### src/rtl/temporal_pkg.sv
// Shared definitions for the temporal (race-logic) blocks: default gamma cycle
// geometry, the phase type and the encoder input vector layout.
package temporal_pkg;

    localparam int DEF_GAMMA_CYCLE_WIDTH = 16;
    localparam int DEF_PULSE_WIDTH       = 8;
    localparam int DEF_NUM_CHANNELS      = 4;
    localparam int DEF_VW                = $clog2(DEF_GAMMA_CYCLE_WIDTH);

    typedef logic [DEF_VW-1:0] phase_t;

    // One encoder vector: per-channel arrival time plus per-channel silence flag.
    typedef struct packed {
        phase_t [DEF_NUM_CHANNELS-1:0] value;
        logic   [DEF_NUM_CHANNELS-1:0] silent;
    } enc_vec_t;

    // True when n is a non-zero power of two.
    function automatic bit is_pow2(input int unsigned n);
        return (n != 0) && ((n & (n - 1)) == 0);
    endfunction

endpackage

### src/rtl/gamma_counter.sv
// Free-running gamma cycle counter shared by the temporal blocks. Phase wraps
// LAST -> 0 every cycle with no stall; start is registered alongside phase.
module gamma_counter
    import temporal_pkg::*;
#(
    parameter  int GAMMA_CYCLE_WIDTH = DEF_GAMMA_CYCLE_WIDTH,
    localparam int VW                = $clog2(GAMMA_CYCLE_WIDTH)
) (
    input  logic          aclk,
    input  logic          grst,
    output logic [VW-1:0] phase,
    output logic          start,
    output logic          is_last
);

    localparam logic [VW-1:0] LAST = VW'(GAMMA_CYCLE_WIDTH - 1);

    logic [VW-1:0] phase_nxt;

    assign is_last   = (phase == LAST);
    assign phase_nxt = is_last ? '0 : phase + VW'(1);

    // Advance the phase every cycle; start tracks phase == 0 on the same edge.
    always_ff @(posedge aclk) begin
        if (grst) begin
            phase <= '0;
            start <= 1'b1;
        end else begin
            phase <= phase_nxt;
            start <= (phase_nxt == '0);
        end
    end

endmodule

### src/rtl/temporal_encoder_b_t.sv
// Binary-to-temporal encoder. Vectors of arrival times are buffered through a
// one-entry shadow register into the active register at each gamma boundary,
// then each channel emits a pulse starting at its arrival phase, clipped at LAST.
module temporal_encoder_b_t
    import temporal_pkg::*;
#(
    parameter  int GAMMA_CYCLE_WIDTH = DEF_GAMMA_CYCLE_WIDTH,
    parameter  int PULSE_WIDTH       = DEF_PULSE_WIDTH,
    parameter  int NUM_CHANNELS      = DEF_NUM_CHANNELS,
    localparam int VW                = $clog2(GAMMA_CYCLE_WIDTH)
) (
    input  logic                       aclk,
    input  logic                       grst,
    input  logic                       in_valid,
    output logic                       in_ready,
    input  logic [NUM_CHANNELS*VW-1:0] in_values,
    input  logic [NUM_CHANNELS-1:0]    in_silent,
    output logic [VW-1:0]              gamma_phase,
    output logic                       gamma_start,
    output logic [NUM_CHANNELS-1:0]    out
);

    if (!is_pow2(GAMMA_CYCLE_WIDTH) || GAMMA_CYCLE_WIDTH < 2) begin : g_bad_gamma
        $error("GAMMA_CYCLE_WIDTH must be a power of 2 and at least 2");
    end
    if (PULSE_WIDTH < 1 || PULSE_WIDTH > GAMMA_CYCLE_WIDTH) begin : g_bad_pulse
        $error("PULSE_WIDTH must lie in 1..GAMMA_CYCLE_WIDTH");
    end

    localparam logic [VW:0] PW_EXT = (VW+1)'(PULSE_WIDTH);

    logic          is_last;
    logic [VW-1:0] phase;
    logic [VW-1:0] phase_nxt;

    gamma_counter #(
        .GAMMA_CYCLE_WIDTH(GAMMA_CYCLE_WIDTH)
    ) u_gamma_counter (
        .aclk   (aclk),
        .grst   (grst),
        .phase  (phase),
        .start  (gamma_start),
        .is_last(is_last)
    );

    assign gamma_phase = phase;
    assign phase_nxt   = is_last ? '0 : phase + VW'(1);

    logic                       shadow_full, shadow_full_nxt;
    logic [NUM_CHANNELS*VW-1:0] shadow_val,  shadow_val_nxt;
    logic [NUM_CHANNELS-1:0]    shadow_sil,  shadow_sil_nxt;
    logic [NUM_CHANNELS*VW-1:0] active_val,  active_val_nxt;
    logic [NUM_CHANNELS-1:0]    active_sil,  active_sil_nxt;
    logic [NUM_CHANNELS-1:0]    out_nxt;
    logic                       xfer;

    // Handshake: a vector transfers on a posedge where in_valid && in_ready.
    // in_ready is high whenever the shadow slot is free, and also at phase LAST
    // because the shadow drains into active on that same edge. The producer
    // holds in_values/in_silent stable while in_valid && !in_ready.
    assign in_ready = !shadow_full || is_last;
    assign xfer     = in_valid && in_ready;

    // Next-state of the shadow/active buffering around the gamma boundary.
    always_comb begin
        shadow_full_nxt = shadow_full;
        shadow_val_nxt  = shadow_val;
        shadow_sil_nxt  = shadow_sil;
        active_val_nxt  = active_val;
        active_sil_nxt  = active_sil;
        if (is_last) begin
            if (shadow_full) begin
                active_val_nxt = shadow_val;
                active_sil_nxt = shadow_sil;
                if (xfer) begin
                    shadow_val_nxt = in_values;
                    shadow_sil_nxt = in_silent;
                end else begin
                    shadow_full_nxt = 1'b0;
                end
            end else if (xfer) begin
                active_val_nxt = in_values;
                active_sil_nxt = in_silent;
            end else begin
                // Nothing queued: the next gamma cycle is quiet on every channel.
                active_sil_nxt = '1;
            end
        end else if (xfer) begin
            shadow_val_nxt  = in_values;
            shadow_sil_nxt  = in_silent;
            shadow_full_nxt = 1'b1;
        end
    end

    // Pulse compare against the phase and vector that will be live after this
    // edge, so out and gamma_phase change together. VW+1 bits keep v + PW from
    // wrapping, which is what clips pulses at LAST.
    for (genvar c = 0; c < NUM_CHANNELS; c++) begin : g_chan
        logic [VW:0] ph_ext;
        logic [VW:0] v_ext;
        assign ph_ext     = {1'b0, phase_nxt};
        assign v_ext      = {1'b0, active_val_nxt[c*VW +: VW]};
        assign out_nxt[c] = !active_sil_nxt[c] && (ph_ext >= v_ext) && (ph_ext < v_ext + PW_EXT);
    end

    // Buffer and output registers; reset discards any held or pending vector.
    always_ff @(posedge aclk) begin
        if (grst) begin
            shadow_full <= 1'b0;
            shadow_val  <= '0;
            shadow_sil  <= '0;
            active_val  <= '0;
            active_sil  <= '1;
            out         <= '0;
        end else begin
            shadow_full <= shadow_full_nxt;
            shadow_val  <= shadow_val_nxt;
            shadow_sil  <= shadow_sil_nxt;
            active_val  <= active_val_nxt;
            active_sil  <= active_sil_nxt;
            out         <= out_nxt;
        end
    end

endmodule
### config.mk
export PLATFORM = sky130hd
export DESIGN_NAME = temporal_encoder_b_t
export DESIGN_NICKNAME = d
export VERILOG_FILES = /design/src/rtl/temporal_pkg.sv /design/src/rtl/gamma_counter.sv /design/src/rtl/temporal_encoder_b_t.sv
export SDC_FILE = /design/constraint.sdc
export NUM_CORES = 1
export LEC_CHECK = 0
export BUFFER_PORTS_ARGS = -buffer_cell sky130_fd_sc_hd__buf_2
export CAP_MARGIN = 25
export CELL_PAD_IN_SITES_DETAIL_PLACEMENT = 2
export CELL_PAD_IN_SITES_GLOBAL_PLACEMENT = 2
export CORE_MARGIN = 2
export CORE_UTILIZATION = 35
export DETAILED_ROUTE_END_ITERATION = 6
export PLACE_DENSITY = 0.76
export REMOVE_ABC_BUFFERS = 1
export SLEW_MARGIN = 20
export SYNTH_ARGS = -nofsm -noshare
export SYNTH_HDL_FRONTEND = slang
export SYNTH_SLANG_ARGS = --single-unit
### constraint.sdc
create_clock -name aclk -period 3 [get_ports aclk]
set_clock_uncertainty 0.2 [all_clocks]
set_input_delay 0.45 -clock aclk [delete_from_list [all_inputs] [get_ports aclk]]
set_output_delay 0.45 -clock aclk [all_outputs]
set_load 0.01 [all_outputs]
==> results of run 1 <==
flip-flops by register name, summed over array words and instances, names as in the netlist:
name,cells
out,4
shadow_sil,4
shadow_full,1
u_gamma_counter.phase,4
u_gamma_counter.start,1
shadow_val,16
active_sil,4
active_val,16
repair_timing:
item / CTS / global route
setup endpoints to repair: 0 / 4
hold buffers: 0 / 0
gates resized for setup: 0 / 4
buffers inserted: 0 / 3
worst register-to-register path: stages, from the launching register on:
cell       delay (ps)
dfxtp_2           360
ha_1              180
buf_4             160
nand4_1           150
buf_6             190
buf_12            130
o22ai_1           130
nand2_1            70
o221ai_1          150
ha_1              330
and3_1            200
o21ai_0           170
o2111ai_1         170
a221oi_2          200
worst max-delay path by stage:
| stage | startpoint | to | slack (ps) | cells past startpoint |
|---|---|---|---|---|
| CTS | u_gamma_counter.phase[0]$_SDFF_PP0_ | out[3]$_SDFF_PP0_ | 160 | 8 |
| detailed placement | u_gamma_counter.phase[0]$_SDFF_PP0_ | out[2]$_SDFF_PP0_ | 180 | 10 |
| finish | u_gamma_counter.phase[0]$_SDFF_PP0_ | out[3]$_SDFF_PP0_ | 150 | 13 |
| global route | u_gamma_counter.phase[0]$_SDFF_PP0_ | out[0]$_SDFF_PP0_ | 3 | 13 |
| floorplan | u_gamma_counter.phase[0]$_SDFF_PP0_ | shadow_sil[0]$_SDFFE_PP0P_ | -110 | 6 |
| global placement | u_gamma_counter.phase[2]$_SDFF_PP0_ | out[2]$_SDFF_PP0_ | 290 | 9 |
Yosys cell counts (3+ instances only):
library cell	instances
dfxtp_1	50
nor2_1	44
ha_1	21
mux2i_1	20
o22ai_1	16
inv_1	14
nand2_1	12
o21ai_0	11
nor2b_1	9
a21oi_1	8
buf_2	7
clkbuf_1	6
o221ai_1	6
a221oi_1	5
buf_4	5
nand2b_1	5
a211oi_1	4
nor3_1	4
and3_1	3
nand4_1	3
o211ai_1	3
power groups by stage:
| stage | Combinational (mW) | Sequential [mW] | Clock, mW |
|---|---|---|---|
| 2_1_floorplan | 0.104 | 0.715 | 0 |
| 3_3_place_gp | 0.184 | 0.715 | 0 |
| 3_5_place_dp | 0.193 | 0.716 | 0 |
| 4_1_cts | 0.194 | 0.701 | 0.446 |
| 5_1_grt | 0.214 | 0.704 | 0.475 |
| 6_report | 0.193 | 0.702 | 0.434 |
cells by family after synthesis:
kind of cell | Yosys count
buf+inv | 34
mux | 20
fa+ha+maj | 23
compound gates | 74
xor+xnor | 1
simple gates | 86
flops | 50
per-layer routing:
| metal | wire length [um] | track usage | up-vias | part of all wire |
|---|---|---|---|---|
| li1 | - | - | 1119 | - |
| met1 | 3810 | 0.245 | 1168 | 0.46 |
| met2 | 4220 | 0.375 | 29 | 0.51 |
| met3 | 162 | 0.0327 | 7 | 0.020 |
| met4 | 74 | 0.0538 | 0 | 0.0090 |
| met5 | 0 | 0 | - | 0 |
cell type report:
type / count / area share
Inverter: 14 / 0.0173
Tap cell: 99 / 0.0407
Clock inverter: 2 / 0.00412
Clock buffer: 6 / 0.0272
Multi-Input combinational cell: 204 / 0.473
Sequential cell: 50 / 0.330
Timing Repair Buffer: 52 / 0.107
stage by stage:
step / total power [mW] / util / setup WS, ps / hold WS [ps]
2_1_floorplan: 0.820 / - / -109 / 217
3_3_place_gp: 0.899 / 0.402 / 293 / 255
3_5_place_dp: 0.909 / 0.402 / 181 / 272
4_1_cts: 1.34 / 0.416 / 159 / 182
5_1_grt: 1.39 / 0.421 / 2.83 / 186
6_report: 1.33 / 0.421 / 147 / 183
==> flow_metrics.tcl, run 1 <==
set metrics [dict create \
    run_status "complete, no violations" \
    hold_viol 0 \
    cp_slowest_cell "dfxtp_2" \
    cp_common_cell "ha_1" \
    grt_max_degree 29 \
    multi_input_area_um2 1440 \
    worstMarginPinSlew_ps 513 \
    htreeDepth 2 \
    slew_headroom 0.656 \
    cts_tree "done" \
    ys_warn_count 0 \
    clockBufferDepth 2 \
    syn_to_final_growth_pct 17.4 \
    yosys.area_share.simple 0.156 \
    combPwrFrac 0.145 \
    path_max_fanout 7 \
    fin_crit_sh 0.951 \
    grt_overflow 0 \
    p_int_mw 0.952 \
    ys.flop_type "dfxtp_1" \
    synth_area_leaders "dfxtp_1, ha_1, mux2i_1, nor2_1, o22ai_1" \
    port_buffers 32 \
    worstSetupPathType "register to register" \
    avgSynthCellArea_um2 8.99 \
    insertion_delay_ps 320 \
    die_w_um 90.0 \
    hold_path_class "input pin to register" \
    fmax_ghz 0.351 \
    tns_ps 0 \
    synthesis.area_um2 2590 \
    grt_pass1_vias 2549 \
    n_fill_cell 838 \
    seq_area_um2 1000 \
    ys_seq_elements 50 \
    netSwitchingPower_mw 0.377 \
    synth_xor_area_frac 0.00338 \
    avgViaCountPerCell 5.44 \
    finalSetupViolations 0 \
    vdd_drop_max_v 0.000150 \
    min_delay_path_depth 3 \
    reg2reg_from "u_gamma_counter.phase[0]$_SDFF_PP0_" \
    final_cells 427 \
    wirelength_mm 8.26 \
    arrival_ps 2890 \
    final_nets 371 \
    synth_top_area_cell "dfxtp_1" \
    remaining_drc_errors 0 \
    die_h_um 90.0 \
    r2r_slack_ps 150 \
    firstDrtPassIters 4 \
    core.rowCount 31 \
    mostFrequentLayoutCell "dfxtp_1" \
    global_route.usage.total 0.204 \
    rsz0062_at_grt "false" \
    crit_buf_inv 3 \
    yosys.area_share.adder 0.110 \
    layout_common_cells "dfxtp_1, nor2_1, buf_2" \
    synth_top_cell_area_share 0.386 \
    switching_share 0.284 \
    yosysSeqAreaShare 0.386 \
    top_level_ports 33 \
    synth_top_family_by_area "compound AO/OA/AOI/OAI gates" \
    hpwl_mm 5.85 \
    r2r_cells 13 \
    grt_pass1_wl_mm 13.1 \
    reg2reg_to "out[3]$_SDFF_PP0_" \
    yosysUniqueCellTypes 47 \
    hold_end "shadow_val[11]$_SDFFE_PP0P_" \
    drtIter0Drc 58 \
    core_area_um2 7210 \
    cts_root_buffer "clkbuf_8" \
    sequentialPowerShare 0.528 \
    cts_buffers 5 \
    muxShareOfSynthArea 0.0773 \
    cp_cell_sequence "ha_1 -> buf_4 -> nand4_1 -> buf_6 -> buf_12 -> o22ai_1 -> nand2_1 -> o221ai_1 -> ha_1 -> and3_1 -> o21ai_0 -> o2111ai_1 -> a221oi_2" \
    placed_area_um2 2900 \
    critPathMaxStageDelay_ps 360 \
    hp-start "in_values[11]" \
    cp_top_family "compound AO/OA/AOI/OAI gates" \
    slew_viol_final 0 \
    path_clk_slew_ps 100 \
    dieArea_um2 8100 \
    dr_total_vias 2323 \
    fin_crit_ps 2850 \
    required_ps 3040 \
    cp-end-kind "register" \
    synth_edf_count 0 \
    cts_sinks 50 \
    wire_per_inst_um 19.4 \
    start_util 0.359 \
    place_inst 416 \
    cap_violations 0 \
    final_layout_size_suffix_gt1_frac 0.213 \
    startpoint_type "register" \
    synth_compound_area_frac 0.208 \
    synthCells 288 \
    place_congestion 0.770 \
    pwr-share-clk 0.327 \
    antenna_found_initial 0 \
    ant_nets 0 \
    power.density_nw_per_um2 437 \
    synth-async-reset-ratio 0 \
    p_leak_nw 1.39 \
    final_area_um2 3040 \
    antenna_cells 0 \
]
No activity file was read; power rests on OpenSTA's default activity.
==> run 2, diff against run 1 <==
--- a/config.mk
+++ b/config.mk
@@ -5,14 +5,15 @@
 export SDC_FILE = /design/constraint.sdc
 export NUM_CORES = 1
 export LEC_CHECK = 0
+export ABC_AREA = 1
 export BUFFER_PORTS_ARGS = -buffer_cell sky130_fd_sc_hd__buf_2
 export CAP_MARGIN = 25
 export CELL_PAD_IN_SITES_DETAIL_PLACEMENT = 2
 export CELL_PAD_IN_SITES_GLOBAL_PLACEMENT = 2
 export CORE_MARGIN = 2
-export CORE_UTILIZATION = 35
+export CORE_UTILIZATION = 33
 export DETAILED_ROUTE_END_ITERATION = 6
-export PLACE_DENSITY = 0.76
+export PLACE_DENSITY = 0.78
 export REMOVE_ABC_BUFFERS = 1
 export SLEW_MARGIN = 20
 export SYNTH_ARGS = -nofsm -noshare
==> flow_metrics.tcl, run 2 <==
set metrics [dict create \
    run_status "complete, no violations" \
    syn_to_final_growth_pct 11.4 \
    power.density_nw_per_um2 444 \
    firstDrtPassIters 4 \
    core_area_um2 8180 \
    n_fill_cell 1000 \
    clockBufferDepth 2 \
    p_leak_nw 1.47 \
    dieArea_um2 9100 \
    cp_top_family "simple AND/OR/NAND/NOR gates" \
    ys_seq_elements 50 \
    final_layout_size_suffix_gt1_frac 0.162 \
    cap_violations 0 \
    top_regs "active_val x16, shadow_val x16" \
    port_buffers 32 \
    fin_crit_ps 2610 \
    power_mw 1.37 \
    synth_top_area_cell "dfxtp_1" \
    grt_pass1_vias 2915 \
    finalSetupViolations 0 \
    cp_cell_sequence "ha_1 -> nand2_2 -> nand3_1 -> nand2_1 -> ha_1 -> nand3_1 -> o21ai_0 -> nand2_1 -> nor2_1" \
    cp-end-kind "register" \
    hpwl_mm 6.43 \
    global_route.usage.total 0.214 \
    synth_edf_count 0 \
    remaining_drc_errors 0 \
    wirelength_mm 9.05 \
    cts_buffers 5 \
    core.rowCount 33 \
    yosysSeqAreaShare 0.363 \
    r2r_slack_ps 390 \
    wire_per_inst_um 17.4 \
    startpoint_type "register" \
    arrival_ps 2680 \
    synth_area_leaders "dfxtp_1, nand2_1, ha_1, nor2_1, a21oi_1" \
    fmax_ghz 0.384 \
    cts_tree "done" \
    final_nets 457 \
    dr_total_vias 2711 \
    hold_viol 0 \
    required_ps 3070 \
    layout_common_cells "nand2_1, nor2_1, dfxtp_1" \
    antenna_cells 0 \
    yosysMostFrequentCell "nand2_1" \
    drtIter0Drc 41 \
    tns_ps 0 \
    worstSetupPathType "register to register" \
    crit_buf_inv 0 \
    cp_slowest_cell "ha_1" \
    synthCells 386 \
    place_congestion 0.764 \
    synthesis.area_um2 2760 \
    insertion_delay_ps 320 \
    hold_path_class "input pin to register" \
    cts_setup_buffers 0 \
    ant_nets 0 \
    path_clk_slew_ps 110 \
    slew_headroom 0.405 \
    holdWs_ps 158 \
    rsz0062_at_grt "false" \
    avgViaCountPerCell 5.22 \
    ys_warn_count 0 \
    synth-async-reset-ratio 0 \
    slew_viol_final 0 \
    antenna_found_initial 0 \
    fin_crit_sh 0.869 \
    path_max_fanout 12 \
    cts_hold_buf 0 \
    grt_max_degree 26 \
    grt_overflow 0 \
    cts_resized 0 \
    synth_top_cell_area_share 0.363 \
    critPathMaxStageDelay_ps 500 \
    yosysUniqueCellTypes 31 \
    die_h_um 95.4 \
    avgSynthCellArea_um2 7.14 \
    htreeDepth 2 \
    synth_common_cells "nand2_1, nor2_1, dfxtp_1" \
    vdd_drop_max_v 0.000188 \
    mostFrequentLayoutCell "nand2_1" \
    grt_pass1_wl_mm 14.8 \
    cts_sinks 50 \
    ys.flop_type "dfxtp_1" \
    worstMarginPinSlew_ps 892 \
    cts_root_buffer "clkbuf_8" \
    fin_util 0.376 \
    die_w_um 95.4 \
    start_util 0.337 \
    top_level_ports 33 \
]
run 2: cell count changes after synthesis, moves of 13 or more:
cell / delta
o21ai_0: +22
inv_1: +14
nand2_1: +59
nand3_1: +20
mux2i_1: -20
a21oi_1: +30
nor2_1: +18
o22ai_1: -13
run 2: final timing paths:
path                                  startpoint                          to  depth (start not counted)
max          u_gamma_counter.phase[0]$_SDFF_PP0_           out[3]$_SDFF_PP0_                          9
min                                 in_values[4]  shadow_val[4]$_SDFFE_PP0P_                          3
max reg2reg  u_gamma_counter.phase[0]$_SDFF_PP0_           out[3]$_SDFF_PP0_                          9
min reg2reg           shadow_sil[0]$_SDFFE_PP0P_  shadow_sil[0]$_SDFFE_PP0P_                          2
run 2: tightest hold or removal path: cells and delay by family:
family | cells | cell delay, ps
buf+inv | 1 | 90
simple gates | 2 | 120
run 2: stage by stage:
| stage | std cells | worst slack, ps | instance area (um^2) |
|---|---|---|---|
| after floorplan | 368 | 533 | 2640 |
| after global placement | 511 | 491 | 2970 |
| after detailed placement | 511 | 377 | 2970 |
| after CTS | 519 | 341 | 3070 |
| after global routing | 519 | 164 | 3070 |
| final | 519 | 393 | 3070 |
run 2: area by class of cell:
cell class / instances / area (um^2) / area share
clock inverters: 2 / 17.5 / 0.00570
flip-flops and latches: 50 / 1000 / 0.326
inverters: 34 / 128 / 0.0415
well taps: 105 / 131 / 0.0428
repair buffers: 38 / 205 / 0.0668
clock buffers: 6 / 82.6 / 0.0269
multi-input cells: 284 / 1510 / 0.491
run 2: cell families after synthesis:
family	synth area share
AND/OR/NAND/NOR	0.264
buffers and inverters	0.0903
flip-flops	0.363
adder cells (fa/ha/maj)	0.0953
AO/OA/AOI/OAI	0.187
run 2: per-layer routing:
| layer | vias up | global-route usage | wire (um) | share of wire |
|---|---|---|---|---|
| li1 | 1312 | - | - | - |
| met3 | 9 | 0.0292 | 182 | 0.020 |
| met2 | 31 | 0.407 | 4730 | 0.52 |
| met4 | 0 | 0.0452 | 87 | 0.0096 |
| met5 | - | 0 | 0 | 0 |
| met1 | 1359 | 0.254 | 4050 | 0.45 |
run 2: where the power goes:
part | switching (mW) | internal, mW | leakage (nW)
Sequential | 0.0173 | 0.691 | 0.409
Combinational | 0.146 | 0.0677 | 1.01
Clock | 0.254 | 0.191 | 0.0514
Total | 0.416 | 0.949 | 1.47
